**config.mk**
```make
export PLATFORM = sky130hd
export DESIGN_NAME = poly_horner_sequencer
export DESIGN_NICKNAME = d
export VERILOG_FILES = /design/src/rtl/poly_pkg.sv /design/src/rtl/poly_alu.sv /design/src/rtl/poly_horner_sequencer.sv
export SDC_FILE = /design/constraint.sdc
export NUM_CORES = 1
export LEC_CHECK = 0
export BUFFER_PORTS_ARGS = -buffer_cell sky130_fd_sc_hd__buf_2
export CAP_MARGIN = 10
export CORE_UTILIZATION = 33
export CTS_BUF_LIST = sky130_fd_sc_hd__clkbuf_16
export CTS_CLUSTER_SIZE = 24
export DETAILED_ROUTE_END_ITERATION = 10
export PLACE_DENSITY_LB_ADDON = 0.12
export SLEW_MARGIN = 5
export SYNTH_ARGS = -nofsm -noshare
export SYNTH_HDL_FRONTEND = slang
export SYNTH_SLANG_ARGS = --single-unit
```
**constraint.sdc**
```tcl
create_clock -name clk -period 6 [get_ports clk]
set_input_delay 0 -clock clk [delete_from_list [all_inputs] [get_ports clk]]
set_output_delay 0 -clock clk [all_outputs]
set_load 0.05 [all_outputs]
```
**src/rtl/poly_pkg.sv**
```systemverilog
// Shared encodings for the Horner polynomial sequencer: FSM states, ALU ops, operand selects.
package poly_pkg;

  typedef enum logic [2:0] {
    S_IDLE = 3'd0,
    S_LEAD = 3'd1,
    S_COEF = 3'd2,
    S_MUL  = 3'd3,
    S_ADD  = 3'd4,
    S_DONE = 3'd5
  } state_e;

  typedef enum logic {
    OP_ADD = 1'b0,
    OP_MUL = 1'b1
  } alu_op_e;

  typedef enum logic [1:0] {
    SEL_ACC  = 2'd0,
    SEL_X    = 2'd1,
    SEL_CREG = 2'd2
  } sel_e;

endpackage

```
**src/rtl/poly_alu.sv**
```systemverilog
// Combinational unsigned add/multiply; result truncated to DATA_W, carry flags lost upper bits.
module poly_alu
  import poly_pkg::*;
#(
  parameter int DATA_W = 8
) (
  input  alu_op_e           op_i,
  input  logic [DATA_W-1:0] a_i,
  input  logic [DATA_W-1:0] b_i,
  output logic [DATA_W-1:0] y_o,
  output logic              carry_o
);

  logic [2*DATA_W-1:0] a_ext;
  logic [2*DATA_W-1:0] b_ext;
  logic [2*DATA_W-1:0] full;

  assign a_ext = {{DATA_W{1'b0}}, a_i};
  assign b_ext = {{DATA_W{1'b0}}, b_i};

  always_comb begin
    full = '0;
    case (op_i)
      OP_ADD:  full = a_ext + b_ext;
      OP_MUL:  full = a_ext * b_ext;
      default: full = '0;
    endcase
  end

  assign y_o     = full[DATA_W-1:0];
  assign carry_o = |full[2*DATA_W-1:DATA_W];

endmodule

```
**src/rtl/poly_horner_sequencer.sv**
```systemverilog
// Evaluates p(x) by Horner's method over a shared add/mul ALU; x then c_N..c_0 in, p(x) out.
// Optional sticky overflow flag port enabled by defining POLY_OVF_EN.
module poly_horner_sequencer
  import poly_pkg::*;
#(
  parameter int DATA_W = 8,
  parameter int DEGREE = 2
) (
  input  logic              clk,
  input  logic              reset,
  input  logic [DATA_W-1:0] in_data,
  input  logic              in_valid,
  output logic              in_ready,
  output logic [DATA_W-1:0] out_data,
  output logic              out_valid,
  input  logic              out_ready,
  output logic              busy
`ifdef POLY_OVF_EN
  ,output logic             ovf
`endif
);

  localparam int IDX_W = (DEGREE > 0) ? $clog2(DEGREE + 1) : 1;

  state_e            state_q, state_d;
  logic [DATA_W-1:0] x_q, x_d;
  logic [DATA_W-1:0] creg_q, creg_d;
  logic [DATA_W-1:0] acc_q, acc_d;
  logic [DATA_W-1:0] res_q, res_d;
  logic [IDX_W-1:0]  idx_q, idx_d;

  alu_op_e           alu_op;
  sel_e              a_sel, b_sel;
  logic [DATA_W-1:0] alu_a, alu_b, alu_y;
  logic              alu_carry;
  logic              beat;

  assign in_ready  = (state_q == S_IDLE) || (state_q == S_LEAD) || (state_q == S_COEF);
  assign beat      = in_valid && in_ready;
  assign out_valid = (state_q == S_DONE);
  assign out_data  = res_q;
  assign busy      = (state_q != S_IDLE);

  always_comb begin
    case (a_sel)
      SEL_X:    alu_a = x_q;
      SEL_CREG: alu_a = creg_q;
      default:  alu_a = acc_q;
    endcase
    case (b_sel)
      SEL_ACC:  alu_b = acc_q;
      SEL_X:    alu_b = x_q;
      default:  alu_b = creg_q;
    endcase
  end

  poly_alu #(.DATA_W(DATA_W)) u_alu (
    .op_i    (alu_op),
    .a_i     (alu_a),
    .b_i     (alu_b),
    .y_o     (alu_y),
    .carry_o (alu_carry)
  );

  always_comb begin
    state_d = state_q;
    x_d     = x_q;
    creg_d  = creg_q;
    acc_d   = acc_q;
    idx_d   = idx_q;
    alu_op  = OP_ADD;
    a_sel   = SEL_ACC;
    b_sel   = SEL_CREG;
    case (state_q)
      S_IDLE: if (beat) begin
        x_d     = in_data;
        idx_d   = IDX_W'(DEGREE);
        state_d = S_LEAD;
      end
      S_LEAD: if (beat) begin
        acc_d   = in_data;
        state_d = (idx_q == '0) ? S_DONE : S_COEF;
      end
      S_COEF: if (beat) begin
        creg_d  = in_data;
        idx_d   = idx_q - 1'b1;
        state_d = S_MUL;
      end
      S_MUL: begin
        alu_op  = OP_MUL;
        b_sel   = SEL_X;
        acc_d   = alu_y;
        state_d = S_ADD;
      end
      S_ADD: begin
        acc_d   = alu_y;
        state_d = (idx_q == '0) ? S_DONE : S_COEF;
      end
      S_DONE: if (out_ready) state_d = S_IDLE;
      default: state_d = S_IDLE;
    endcase
  end

  // Result is captured on entry to S_DONE so the display keeps it while the next run loads acc.
  always_comb begin
    res_d = res_q;
    if (state_d == S_DONE && state_q != S_DONE) res_d = acc_d;
  end

  always_ff @(posedge clk) begin
    if (reset) begin
      state_q <= S_IDLE;
      x_q     <= '0;
      creg_q  <= '0;
      acc_q   <= '0;
      res_q   <= '0;
      idx_q   <= '0;
    end else begin
      state_q <= state_d;
      x_q     <= x_d;
      creg_q  <= creg_d;
      acc_q   <= acc_d;
      res_q   <= res_d;
      idx_q   <= idx_d;
    end
  end

`ifdef POLY_OVF_EN
  logic ovf_q, ovf_d;

  always_comb begin
    ovf_d = ovf_q;
    if (state_q == S_IDLE && beat) ovf_d = 1'b0;
    else if ((state_q == S_MUL || state_q == S_ADD) && alu_carry) ovf_d = 1'b1;
  end

  always_ff @(posedge clk) begin
    if (reset) ovf_q <= 1'b0;
    else       ovf_q <= ovf_d;
  end

  assign ovf = ovf_q;
`else
  logic unused_alu_carry;
  assign unused_alu_carry = alu_carry;
`endif

endmodule

```
* Word-level counts from Yosys, hierarchy flattened
Cells that the tools add are included.
Widths: inputs -> output; s select.
** Storage, ports and cells
- Bits in registers :: 37
- Latch bits :: 0
- RAM bits :: 0
- ROM bits :: 0
- Input port bits :: 12
- Output and inout bits :: 11
- Word-level logic and storage cells :: 48
- Memories :: 0
** Cells by class
- $add $sub $neg :: 2
- $mul :: 1
- Divide/modulo/power cells :: 0
- $lt $le $gt $ge :: 0
- Equality and inequality tests :: 10
- Shifts and indexed selects :: 0
- Mux-type cells :: 15
- Bitwise logic cells :: 1
- Reductions and logical operators :: 13
** Operators with widths (count)
- $pmux 8 s2 :: 3
- $pmux 3 s6 :: 1
- $mux 3 :: 5
- $eq 3x3->1 const B :: 3
- $add 8x8->8 :: 1
- $mul 8x8->8 :: 1
- $mux 8 :: 1
- $eq 3x2->1 const B :: 2
- $mux 2 :: 3
- $logic_not 2->1 :: 2
- $ne 2x2->1 const B :: 2
- $pmux 2 s2 :: 1
- $reduce_and 2->1 :: 2
- $eq 3x1->1 const B :: 1
- $logic_not 3->1 :: 1
- $ne 3x3->1 const B :: 1
- $reduce_and 3->1 :: 1
- $reduce_bool 3->1 :: 1
- $eq 2x1->1 const B :: 1
- $logic_and 1x1->1 :: 2
- $logic_or 1x1->1 :: 2
- $reduce_bool 2->1 :: 1
- $reduce_or 2->1 :: 1
- $sub 2x1->2 const B :: 1
- 2 further kinds :: 2

* Logic depth before layout (Yosys ltp)
Gate-level depths: netlist of run 1.
- Depth after elaboration :: 8
- Depth in mapped cells :: 22
- Mapped depth without buffers :: 20

* By module
Synthesis of run 1 repeated with hierarchy kept, for this count alone.
** Second synthesis, totals
- Cell total of the unflattened synthesis :: 524
- Area, all modules :: 4362.9 um^2
** Modules (own cells, without submodules)
- poly_alu :: instances 1, cells each 319, area an instance 2567.5 um^2, sequential area each 0.0 um^2
- poly_horner_sequencer :: instances 1, cells each 205, area an instance 1795.5 um^2, sequential area each 740.7 um^2

* Worst setup path after synthesis of run 1
No wires, ideal clock.
- Kind :: reg-to-reg
- Start :: register state_q[1]
- End :: register acc_q[7]
- Setup time :: 0.132 ns
- Arrival :: 4.516 ns
- Required time :: 5.868 ns
- Path slack :: 1.352 ns
- Stages on the path, launching flop included :: 20
- Buffers on the path :: 2
- Clock period less this slack :: 4.648 ns
- Path through :: dfxtp_1 -> buf_4 -> nand3b_1 -> buf_6 -> mux2_2 -> and2_1 -> fa_1 -> fa_1 -> ha_1 -> inv_1 -> fa_1 -> inv_1 -> ha_1 -> a21o_1 -> a21oi_1 -> xnor2_1 -> xnor2_1 -> xnor3_1 -> o41ai_2 -> a211oi_1
** Between the ends
- Cells in the longest elaborated chain, start to end :: 7
- Elaborated cells on any way between the ends :: 20
- Classes of those cells :: 1 x add/sub; 1 x mul; 5 x eq/ne; 6 x mux; 1 x bitwise; 6 x reduce/logical
** RTL lines
- start, declared :: RTL line poly_horner_sequencer.sv:25 : state_e state_q, state_d;
- start signal, assigned :: RTL line poly_horner_sequencer.sv:119 : state_q <= state_d;
- $eq 3x2->1 :: RTL line poly_horner_sequencer.sv:74 : case (state_q)
- $mux 2 :: RTL line poly_horner_sequencer.sv:74
- $eq 2x1->1 or $logic_not 2->1 (tied branches) :: RTL line poly_horner_sequencer.sv:50 : case (b_sel)
- $pmux 8 s2 :: RTL line poly_horner_sequencer.sv:50
- $mul 8x8->8 or $add 8x8->8 (tied branches) :: RTL line poly_alu.sv:25, poly_alu.sv:24
- $pmux 8 s2 :: RTL line poly_alu.sv:23 : case (op_i)
- $pmux 8 s2 * :: RTL line poly_horner_sequencer.sv:74
- end signal, assigned :: RTL line poly_horner_sequencer.sv:115 : acc_q <= '0;
- end signal, assigned :: RTL line poly_horner_sequencer.sv:122 : acc_q <= acc_d;
- end, declared :: RTL line poly_horner_sequencer.sv:28 : logic [DATA_W-1:0] acc_q, acc_d;
Mark *: on every way between the ends. The rest lies on a longest branch, timed or not.
A chain may end at the register's enable or synchronous reset.

* Final worst setup path of run 1
- Start :: register state_q[0]
- End :: register acc_q[7]
The elaborated chain is that of the path after synthesis.

==> flow_summary.ini, run 1 <==
[drt]
wl_per_cell_um = 15.4
drt-vias-per-instance = 4.98
vias = 2439
wirelength_um = 7570
drt_iter0_drc = 148
ant_nets = 0
first_pass_iters = 4
drc = 0

[clock_tree]
numClockSinks = 37
clock_latency_ps = 280
clk_pin_slew_ps = 60
clk_path_buf_depth = 2
clock-root-buffer = clkbuf_16
cts-resized-gates = 0
cts_htree_levels = 2
cts_tree = yes
numCtsBuffers = 5

[synth]
yosysMostFrequentCell = nand2_1
netlist_area_um2 = 2890
yosysSeqAreaShare_pct = 25.6
async_flop_share_pct = 0
yosys-top-cells-count = nand2_1 (49), nor2_1 (39), a21oi_1 (37), dfxtp_1 (37), inv_1 (36)
ys.flop_type = dfxtp_1
synth_edf_count = 0
yosys_register_bits = 37
ys_warn_count = 0
yosys.area.top_type_share_pct = 25.6
synth_top_cell_by_area = dfxtp_1
synthTopCellsByArea = dfxtp_1 (26%), ha_1 (10%), fa_1 (9.0%)
synth_cells = 361
avgSynthCellArea_um2 = 8.02
syn-num-nets = 410
ys_types = 41

[place]
dpl.hpwl_um = 5860
place_congestion = 0.880
preCtsSetupSlack_ps = 844
placed_cell_area_um2 = 3090
numPortBuffers = 22
dpl.cell_count = 477

[floorplanning]
io_pins = 23
core_area_um2 = 8340
dieArea_um2 = 9150
initial_core_util_pct = 34.7
rows = 33
fp.dieH_um = 95.6
dieWidth_um = 95.6

[sta]
setup_violations = 0
fin_hold_ws_ps = 2.03
finalHoldViolCount = 0
setup_ws_ps = 840
slew-limit-headroom_pct = 35.3
fin_skew_ps = 2.72
max_clock_freq_mhz = 194
tns_ps = 0
post-route-min-period_ps = 5160
drv_slew = 0
rsz0062_at_grt = false
worstMarginPinSlew_ps = 969
layout_worst_path_cycle_share_pct = 86.0

[flow_run]
drv_cap = 0

[finish]
register_area_um2 = 741
areaGrowthSynthToFinish_pct = 14.4
final_area_um2 = 3310
fin_cells = 490
diodes = 0
multi_input_area_um2 = 1950
fill_cells = 891
fin_util_pct = 39.7
drive_gt1_share_pct = 10.4
nets = 433

[setup_path]
path_max_fanout = 15
critical_path_arrival_ps = 5290
crit_type = reg -> reg
worstPathRequired_ps = 6130
critPathLaunchType = flip-flop
end_kind = flip-flop

[power]
power_density_nw_per_um2 = 217
ir_drop_v = 0.000174
p_total_mw = 0.719
p_leak_nw = 1.46

[global_route]
grt_use_total_pct = 18.8
grt_first_pass_wirelength_um = 12800
antenna_found_initial = 0
grt_pass1_vias = 2433
grt_max_degree = 37
grt-ovfl-total = 0

[outcome]
status = complete, no violations

[hold_path]
hold_class = in -> reg
-- area by class of cell --
class	count	area share [%]
clock inverter	3	1.28
multi-input combinational	274	59.0
clock buffer	5	3.78
timing repair buffer	30	5.52
tap	105	3.97
inverter	36	4.08
sequential	37	22.4
-- cell families (layout without fill, tap and decap cells) --
| family | count (synthesis) | in the layout | share of synthesized area, % |
|---|---|---|---|
| AO/OA/AOI/OAI | 75 | 75 | 16.3 |
| XOR/XNOR | 22 | 22 | 7.13 |
| flip-flops | 37 | 37 | 25.6 |
| multiplexers | 12 | 12 | 4.50 |
| adder cells (fa/ha/maj) | 37 | 37 | 19.4 |
| AND/OR/NAND/NOR | 128 | 128 | 20.1 |
| buffers and inverters | 50 | 74 | 6.92 |
-- registers in the layout, summed over array words and instances (netlist names) --
signal,flops
x_q,8
state_q,3
idx_q,2
acc_q,8
creg_q,8
out_data,8
-- path summary, 6_finish.rpt --
path | endpoint | slack, ps | cells after the start | startpoint
setup / recovery | acc_q[7] | 840 | 19 | state_q[0]
hold / removal | x_q[2] | 2 | 3 | in_data[2]
setup reg to reg | acc_q[7] | 840 | 19 | state_q[0]
hold reg to reg | x_q[5] | 450 | 2 | x_q[5]
-- power breakdown --
part	switching (mW)	internal [mW]
clock network	0.102	0.195
logic	0.0950	0.0460
registers	0.0182	0.263
-- critical path: stages, from the launching register on --
cell and delay (ps):
dfxtp_1 590, nand3b_1 300, mux2i_1 460, inv_1 90
ha_1 230, inv_1 100, fa_1 410, inv_1 70
ha_1 220, inv_1 80, fa_1 410, fa_1 540
inv_1 50, ha_1 310, a21oi_1 180, xnor2_1 160
xnor2_1 150, xnor3_1 280, o41ai_2 290, a211oi_1 110
-- metal layers --
metal | wire length (um) | GRT usage (%) | vias up
li1 | - | - | 1242
met1 | 3640 | 26.6 | 1136
met2 | 3510 | 30.0 | 54
met3 | 302 | 1.67 | 7
met4 | 119 | 5.72 | 0
met5 | 0 | 0 | -
-- cells in the final DEF (no fill, tap or decap), types with 2 or more instances in the layout --
cell,synthesis,layout
buf_2,1,22
mux2_2,5,5
nand3b_1,2,2
a221oi_1,4,4
buf_4,1,3
xnor2_1,16,16
ha_1,24,24
a21oi_1,37,37
mux2i_1,6,6
or3_1,2,2
o21a_1,3,3
dlygate4sd3_1,0,5
xor2_1,5,5
inv_1,36,37
and2_1,15,15
dfxtp_1,37,37
nor2_1,39,39
a211oi_1,9,9
nor2b_1,12,12
a21o_1,4,4
a32oi_1,2,2
o22ai_1,2,2
o21ai_0,6,6
nor3_1,2,2
clkbuf_16,0,5
fa_1,13,13
nand2b_1,4,4
nand2_1,49,49
o221ai_1,2,2
-- repair_timing --
action,4_1_cts,5_1_grt
endpoints found under the hold margin,9,0
setup endpoints to repair,0,0
hold buffers,5,0
buffers inserted,0,0
(Power assumes the default switching activity.)
==> run 2, diff against run 1 <==
--- a/config.mk
+++ b/config.mk
@@ -5,12 +5,13 @@
 export SDC_FILE = /design/constraint.sdc
 export NUM_CORES = 1
 export LEC_CHECK = 0
-export BUFFER_PORTS_ARGS = -buffer_cell sky130_fd_sc_hd__buf_2
 export CAP_MARGIN = 10
+export CORE_MARGIN = 4
 export CORE_UTILIZATION = 33
 export CTS_BUF_LIST = sky130_fd_sc_hd__clkbuf_16
 export CTS_CLUSTER_SIZE = 24
 export DETAILED_ROUTE_END_ITERATION = 10
+export DONT_BUFFER_PORTS = 1
 export PLACE_DENSITY_LB_ADDON = 0.12
 export SLEW_MARGIN = 5
 export SYNTH_ARGS = -nofsm -noshare
==> run 2 against run 1 <==
  * Global-route usage shrank 2.4 points
  * Combinational power decreased by 19%
  * Die area grew 13%
  * Via count decreased by 1.6%
  * Fmax decreased by 3.2%
  * Highest routed layer unchanged
==> flow_summary.ini, run 2 (synthesis gave the netlist of run 1 again) <==
[setup_path]
r2r_cells = 19
slowest_delay_ps = 580
end_kind = flip-flop
crit_type = reg -> reg
rr_startpoint = state_q[0]
path_cells = nand3b_1, mux2i_1, inv_1, ha_1, inv_1, fa_1, inv_1, ha_1, inv_1, fa_1, fa_1, inv_1, ha_1, a21oi_1, xnor2_1, xnor2_1, xnor3_1, o41ai_2, a211oi_1
r2r-end = acc_q[7]
cpMaxStageDelayCell = dfxtp_1
critical_path_arrival_ps = 5490
worstPathRequired_ps = 6160
critPathLaunchType = flip-flop
rrSetupSlack_ps = 670
path_common_cell = inv_1
path_max_fanout = 15
startpoint = state_q[0]

[hold_path]
hold_start = reset
whs_endpoint = acc_q[1]
min_path_cells = 2
hold_class = in -> reg

[sta]
finalHoldViolCount = 0
slew-limit-headroom_pct = 29.8
tns_ps = 0
setup_violations = 0
drv_slew = 0
max_clock_freq_mhz = 188
layout_worst_path_cycle_share_pct = 88.9
fin_skew_ps = 4.47
rsz0062_at_grt = false
worstMarginPinSlew_ps = 1060
post-route-min-period_ps = 5330

[global_route]
antenna_found_initial = 0
grt_pass1_vias = 2418
grt_use_total_pct = 16.4
grt_max_degree = 37
grt-ovfl-total = 0
grt_first_pass_wirelength_um = 13100

[clock_tree]
cts_htree_levels = 2
clock-root-buffer = clkbuf_16
clock_latency_ps = 280
cts_setup_buffers = 0
clk_path_buf_depth = 2
cts_tree = yes
numCtsBuffers = 5
clk_pin_slew_ps = 60
postCtsHoldBufs = 11
numClockSinks = 37
cts-resized-gates = 0

[finish]
final_common_cell = nand2_1
most-common-layout-cells = nand2_1 (49), nor2_1 (39), inv_1 (37), a21oi_1 (37), dfxtp_1 (37)
drive_gt1_share_pct = 5.15
final_area_um2 = 3270
diodes = 0
nets = 417
fill_cells = 884
areaGrowthSynthToFinish_pct = 13.0

[place]
place_congestion = 0.863
dpl.hpwl_um = 6090
placed_cell_area_um2 = 2980
numPortBuffers = 0

[floorplanning]
dieWidth_um = 102
dieArea_um2 = 10300
rows = 33
io_pins = 23
initial_core_util_pct = 34.5
fp.dieH_um = 102
core_area_um2 = 8380

[power]
pwr-share-clk_pct = 41.9
pwr-share-comb_pct = 15.9
power_density_nw_per_um2 = 219
ir_drop_v = 0.000156
internal-power_mw = 0.500
switching_power_mw = 0.215
seqPwrFrac_pct = 42.2
swShare_pct = 30.1
p_leak_nw = 1.40

[flow_run]
drv_cap = 0

[drt]
drc = 0
wirelength_um = 7930
drt-vias-per-instance = 5.07
vias = 2401
drt_iter0_drc = 263
first_pass_iters = 4
ant_nets = 0
wl_per_cell_um = 16.7

[outcome]
status = complete, no violations
run 2: cell count changes in the layout (fill, tap and decap cells not counted):
| cell | delta |
|---|---|
| buf_2 | -22 |
| buf_12 | +1 |
| dlygate4sd3_1 | +5 |
run 2: final cells by class:
| type | instances | area (um2) | area share [%] |
|---|---|---|---|
| clock buffer | 5 | 125 | 3.83 |
| clock inverter | 3 | 42.5 | 1.30 |
| inverter | 36 | 135 | 4.13 |
| multi-input combinational | 274 | 1950 | 59.7 |
| sequential | 37 | 741 | 22.6 |
| tap | 105 | 131 | 4.02 |
| timing repair buffer | 14 | 143 | 4.36 |
run 2: worst max-delay path by stage:
| stage | end | slack, ps |
|---|---|---|
| floorplan | acc_q[7] | 1350 |
| global placement | acc_q[7] | 790 |
| detailed placement | acc_q[7] | 670 |
| CTS | acc_q[7] | 660 |
| global route | acc_q[7] | 280 |
| finish | acc_q[7] | 670 |
run 2: per-layer routing:
metal	share of wire [%]	track usage (%)	vias to the layer above
met5	0	0	-
met1	48	23.5	1148
met2	47	26.0	38
met3	3.1	2.41	7
li1	-	-	1208
met4	1.0	3.68	0
run 2: worst max-delay path, delay by kind of cell (launching register included):
kind / cells / cell delay, ps
AO/OA/AOI/OAI: 3 / 550
XOR/XNOR: 3 / 570
adder cells (fa/ha/maj): 6 / 2130
buffers and inverters: 5 / 370
flip-flops: 1 / 580
multiplexers: 1 / 530
AND/OR/NAND/NOR: 1 / 460
run 2: stage by stage:
stage / utilization [%] / worst slack, ps / hold WS [ps] / instances / total power, mW
2_1_floorplan: - / 1350 / 136 / 361 / 0.384
3_3_place_gp: 35.6 / 793 / 73.7 / 455 / 0.409
3_5_place_dp: 35.6 / 669 / 75.8 / 455 / 0.409
4_1_cts: 39.0 / 657 / 2.85 / 474 / 0.722
5_1_grt: 39.0 / 281 / 13.8 / 474 / 0.748
6_report: 39.0 / 669 / 1.76 / 474 / 0.715
run 2: power groups by stage:
| stage | Sequential [mW] | Clock (mW) | Combinational [mW] |
|---|---|---|---|
| after CTS | 0.302 | 0.307 | 0.114 |
| after detailed placement | 0.307 | 0 | 0.102 |
| after global placement | 0.307 | 0 | 0.101 |
| after floorplan | 0.297 | 0 | 0.0863 |
| final | 0.302 | 0.300 | 0.114 |
| after global routing | 0.305 | 0.318 | 0.125 |
